==> config.mk <==
export PLATFORM = sky130hd
export DESIGN_NAME = q_update
export DESIGN_NICKNAME = d
export VERILOG_FILES = /design/src/rtl/q_update.sv
export SDC_FILE = /design/constraint.sdc
export NUM_CORES = 1
export LEC_CHECK = 0
export CAP_MARGIN = 20
export CORE_ASPECT_RATIO = 1.1
export CORE_MARGIN = 2
export CORE_UTILIZATION = 59
export DETAILED_ROUTE_END_ITERATION = 6
export PLACE_DENSITY = 0.87
export REMOVE_ABC_BUFFERS = 1
export SETUP_SLACK_MARGIN = 0.1
export SYNTH_ARGS = -nofsm -noshare
export SYNTH_HDL_FRONTEND = slang
export SYNTH_SLANG_ARGS = --single-unit
==> constraint.sdc <==
create_clock -name clk -period 7.95 [get_ports clk]
set_clock_uncertainty 0.1 [all_clocks]
set_input_delay 1.59 -clock clk [delete_from_list [all_inputs] [get_ports clk]]
set_output_delay 1.59 -clock clk [all_outputs]
set_load 0.005 [all_outputs]
==> src/rtl/q_update.sv <==
// Q-table write-back unit: read Q(s,a), apply the Q-learning update, write it back.
// Define Q_UPDATE_SAT_EN to clamp the new value instead of wrapping it.
module q_update #(
   parameter int STATE_W     = 15,
   parameter int ADDR_W      = 18,
   parameter int ALPHA_SHIFT = 2,
   parameter int GAMMA_SHIFT = 3
) (
   input  logic               clk,
   input  logic               rst,
   input  logic               start,
   input  logic [STATE_W-1:0] state_idx,
   input  logic [3:0]         action,
   input  logic [17:0]        reward,
   input  logic [17:0]        q_next_max,
   output logic               busy,
   output logic               done,
   output logic               err,
   output logic [ADDR_W-1:0]  mem_addr,
   output logic               mem_rd_en,
   input  logic [17:0]        mem_rdata,
   output logic               mem_wr_en,
   output logic [17:0]        mem_wdata
);

   // state   | meaning
   // S_IDLE  | waiting for start
   // S_READ  | read strobe on the Q-table port
   // S_WAIT  | read data arrives, captured into q_old
   // S_CALC  | update computed and registered as write data
   // S_WRITE | write strobe on the same address
   // S_DONE  | done pulse; a new start is accepted here as in IDLE
   typedef enum logic [2:0] {S_IDLE, S_READ, S_WAIT, S_CALC, S_WRITE, S_DONE} state_t;

   state_t              state_q, state_d;
   logic [ADDR_W-1:0]   addr_q, addr_d;
   logic                rd_en_q, rd_en_d;
   logic                wr_en_q, wr_en_d;
   logic [17:0]         wdata_q, wdata_d;
   logic                busy_q, busy_d;
   logic                done_q, done_d;
   logic                err_q, err_d;
   logic [17:0]         reward_q, reward_d;
   logic [17:0]         qnm_q, qnm_d;
   logic [17:0]         q_old_q, q_old_d;

   logic signed [19:0]  r_ext, qn_ext, qo_ext;
   logic signed [19:0]  target, delta, q_new_w;
   logic [17:0]         q_new;

   always_comb begin
      r_ext   = {{2{reward_q[17]}}, reward_q};
      qn_ext  = {{2{qnm_q[17]}}, qnm_q};
      qo_ext  = {{2{q_old_q[17]}}, q_old_q};
      target  = r_ext + qn_ext - (qn_ext >>> GAMMA_SHIFT);
      delta   = target - qo_ext;
      q_new_w = qo_ext + (delta >>> ALPHA_SHIFT);
`ifdef Q_UPDATE_SAT_EN
      if (q_new_w > 20'sd131071)
         q_new = 18'h1FFFF;
      else if (q_new_w < -20'sd131072)
         q_new = 18'h20000;
      else
         q_new = 18'(q_new_w);
`else
      q_new = 18'(q_new_w);
`endif
   end

   always_comb begin
      state_d  = state_q;
      addr_d   = addr_q;
      rd_en_d  = 1'b0;
      wr_en_d  = 1'b0;
      wdata_d  = wdata_q;
      busy_d   = busy_q;
      done_d   = 1'b0;
      err_d    = 1'b0;
      reward_d = reward_q;
      qnm_d    = qnm_q;
      q_old_d  = q_old_q;
      case (state_q)
         S_IDLE, S_DONE: begin
            state_d = S_IDLE;
            busy_d  = 1'b0;
            if (start) begin
               if (action <= 4'd8) begin
                  state_d  = S_READ;
                  addr_d   = ADDR_W'(state_idx) * ADDR_W'(9) + ADDR_W'(action);
                  rd_en_d  = 1'b1;
                  busy_d   = 1'b1;
                  reward_d = reward;
                  qnm_d    = q_next_max;
               end else begin
                  err_d = 1'b1;
               end
            end
         end
         S_READ: state_d = S_WAIT;
         S_WAIT: begin
            q_old_d = mem_rdata;
            state_d = S_CALC;
         end
         S_CALC: begin
            wdata_d = q_new;
            wr_en_d = 1'b1;
            state_d = S_WRITE;
         end
         S_WRITE: begin
            done_d  = 1'b1;
            busy_d  = 1'b0;
            state_d = S_DONE;
         end
         default: begin
            busy_d  = 1'b0;
            state_d = S_IDLE;
         end
      endcase
   end

   always_ff @(posedge clk or negedge rst) begin
      if (!rst) begin
         state_q  <= S_IDLE;
         addr_q   <= '0;
         rd_en_q  <= 1'b0;
         wr_en_q  <= 1'b0;
         wdata_q  <= '0;
         busy_q   <= 1'b0;
         done_q   <= 1'b0;
         err_q    <= 1'b0;
         reward_q <= '0;
         qnm_q    <= '0;
         q_old_q  <= '0;
      end else begin
         state_q  <= state_d;
         addr_q   <= addr_d;
         rd_en_q  <= rd_en_d;
         wr_en_q  <= wr_en_d;
         wdata_q  <= wdata_d;
         busy_q   <= busy_d;
         done_q   <= done_d;
         err_q    <= err_d;
         reward_q <= reward_d;
         qnm_q    <= qnm_d;
         q_old_q  <= q_old_d;
      end
   end

   assign busy      = busy_q;
   assign done      = done_q;
   assign err       = err_q;
   assign mem_addr  = addr_q;
   assign mem_rd_en = rd_en_q;
   assign mem_wr_en = wr_en_q;
   assign mem_wdata = wdata_q;

endmodule
==> flow_summary_export.csv <==
group,metric,value,unit
clocking,cts_hold_buf,0,
layout,diodes,0,
clocking,clk_latency,0.35,ns
timing,grt_setup_unrepaired,"no",
clocking,cts_max_level,3,
logic_synthesis,ys_types,57,
min_path,hold_path.class,"reg2reg",
layout,drive_above_1_share,5.88,%
logic_synthesis,synth_top_cell_by_area,"dfrtp_1",
logic_synthesis,synth.most_common_cell,"nand2_1",
timing,period_minus_slack,4.93,ns
setup_path,end_kind,"register",
clocking,clock-sinks,98,
timing,hold_viol,0,
layout,layout.nets,1039,
grt,grtUsageTotal,27.1,%
clocking,cts_made_buffers,9,
outcome,outcome,"complete, no violations",
floorplan,initial_utilization,59.8,%
clocking,clk_pin_slew,0.07,ns
grt,grt_max_degree,77,
timing,tns,0,ns
routing,vias_per_cell,5.67,
placed_design,portBuffers,116,
routing,drtPass1Iterations,4,
placed_design,place.gp.congestion,0.881,
logic_synthesis,async_flop_share,100,%
routing,drtIter0Drc,250,
timing,period_share,62.0,%
routing,route.detailed.drc,0,
logic_synthesis,synth_top_flop_cell,"dfrtp_1",
floorplan,die_h,119,um
setup_path,worstSetupStartpointType,"register",
job,cap_viol_max_count,0,
routing,antenna_left,0,
layout,syn2layout_area_growth,23.1,%
timing,tightest_slew,0.680,ns
routing,wirelength,16400,um
logic_synthesis,synth_common_cells,"nand2_1 (111), dfrtp_1 (98), inv_1 (82)",
layout,fin_cells,1005,
setup_path,r2r_setup_slack,3.02,ns
setup_path,startpoint,"reward_q[4]",
clocking,root_buffer,"clkbuf_16",
setup_path,cp.arrival,5.11,ns
floorplan,coreArea,0.0119,mm2
clocking,cts_tree,"yes",
floorplan,dieArea,0.0129,mm2
floorplan,num_rows,42,
timing,slew_violations,0,
layout,fillers,864,
logic_synthesis,yosys_warnings,0,
logic_synthesis,syn_area,0.00711,mm2
logic_synthesis,synth_area_per_cell,9.70,um2
grt,overflow,0,
logic_synthesis,synth_top_area_share,34.5,%
logic_synthesis,synth_edf_count,0,
setup_path,crit_required,8.13,ns
grt,grt_pass1_wl,27500,um
grt,antenna_found_initial,0,
routing,wire_per_inst,16.3,um
timing,setup_viol,0,
layout,final_core_util,73.7,%
setup_path,rr_startpoint,"reward_q[4]",
timing,max_clock_freq,203,MHz
logic_synthesis,synth_cells,733,
clocking,postCtsSetupBuffers,0,
timing,hold_ws,0.373,ns
floorplan,dieWidth,109,um
min_path,hold_start,"mem_wdata[0]",
logic_synthesis,synth-seq-area-share,34.5,%
timing,maxSlewHeadroom,54.6,%
placed_design,hpwl,12700,um
floorplan,io_pins,117,
routing,vias,5701,
clocking,cts_resized,0,
placed_design,dp_cells,988,
logic_synthesis,ys_top_cells_by_area,"dfrtp_1 (35%), ha_1 (14%), fa_1 (10%)",
setup_path,critical_path_class,"reg2reg",
clocking,clk_path_buf_depth,2,
setup_path,path_max_fanout,5,
logic_synthesis,ys_ff_latch,98,
grt,grt_pass1_vias,6077,
==> worst max-delay path: stages (launching register included) <==
cell,delay [ns]
dfrtp_1,0.34
inv_1,0.07
fa_1,0.50
fa_1,0.51
inv_1,0.05
ha_1,0.35
a21o_1,0.20
nor3_1,0.20
a21oi_1,0.16
a31oi_1,0.37
o21ai_1,0.15
xor2_1,0.16
ha_1,0.40
o21a_1,0.19
nand2_1,0.07
o31ai_2,0.32
mux2i_1,0.27
xnor3_1,0.34
o21ai_1,0.12
==> cells in the final DEF, fill, tap and decap left out, types with 13 or more instances in the layout <==
cell type        Yosys  routed
fa_1                37      37
xor2_1              21      21
xnor2_1             23      23
o21ai_0             57      57
a21oi_1             35      35
mux2_2              15      15
inv_1               82      82
nand2_1            111     111
dfrtp_1             98      98
o21ai_1             18      18
a21o_1              23      23
clkdlybuf4s50_1      0     115
ha_1                80      80
nor2_1              13      13
==> layer usage <==
| metal | part of all wire [%] | track usage (%) | vias to the layer above | wire, um |
|---|---|---|---|---|
| li1 | - | - | 2720 | - |
| met3 | 5.2 | 5.25 | 34 | 848 |
| met2 | 52 | 48.2 | 168 | 8550 |
| met5 | 0 | 0 | - | 0 |
| met1 | 40 | 31.8 | 2779 | 6560 |
| met4 | 2.4 | 11.0 | 0 | 396 |
==> sequential cells by signal (all words and copies together) (netlist names) <==
signal and count:
busy 1, done 1, err 1, mem_addr 18, mem_rd_en 1, mem_wdata 18
mem_wr_en 1, q_old_q 18, qnm_q 18, reward_q 18, state_q 3
==> final cells by class <==
| class | instances | area [um2] | area share (%) |
|---|---|---|---|
| inverter | 83 | 312 | 3.56 |
| multi-input combinational | 533 | 4270 | 48.8 |
| tap | 154 | 193 | 2.20 |
| sequential | 98 | 2450 | 28.0 |
| clock inverter | 4 | 56.3 | 0.643 |
| timing repair buffer | 121 | 1200 | 13.8 |
| clock buffer | 12 | 267 | 3.05 |
==> per-stage QoR <==
| step | area [um2] | worst slack, ns |
|---|---|---|
| 2_1_floorplan | 7030 | 3.46 |
| 3_3_place_gp | 8410 | 3.29 |
| 3_5_place_dp | 8410 | 3.12 |
| 4_1_cts | 8740 | 3.06 |
| 5_1_grt | 8750 | 2.67 |
| 6_report | 8750 | 3.02 |
==> kinds of logic (layout without fill, tap and decap cells) <==
family | after synthesis | after routing | share of synthesized area [%]
xor gates and xnor gates | 45 | 45 | 5.74
DFF | 98 | 98 | 34.5
adders and majority gates | 117 | 117 | 24.5
AOI/OAI and AO/OA | 182 | 182 | 16.3
muxes | 16 | 16 | 2.52
buffers and inverters | 102 | 220 | 5.51
and+or+nand+nor | 173 | 173 | 10.9
==> path summary, 6_finish.rpt <==
kind / depth (start not counted) / endpoint
worst max-delay path: 18 / mem_wdata[17]
worst min-delay path: 2 / mem_wdata[0]
min in group asynchronous: 1 / reward_q[16]
worst max register to register: 18 / mem_wdata[17]
max in group asynchronous: 2 / q_old_q[1]
worst min register to register: 2 / mem_wdata[0]
Power is not shown: default switching activity piles up to over one toggle a cycle in this logic, so the estimate is an artifact.
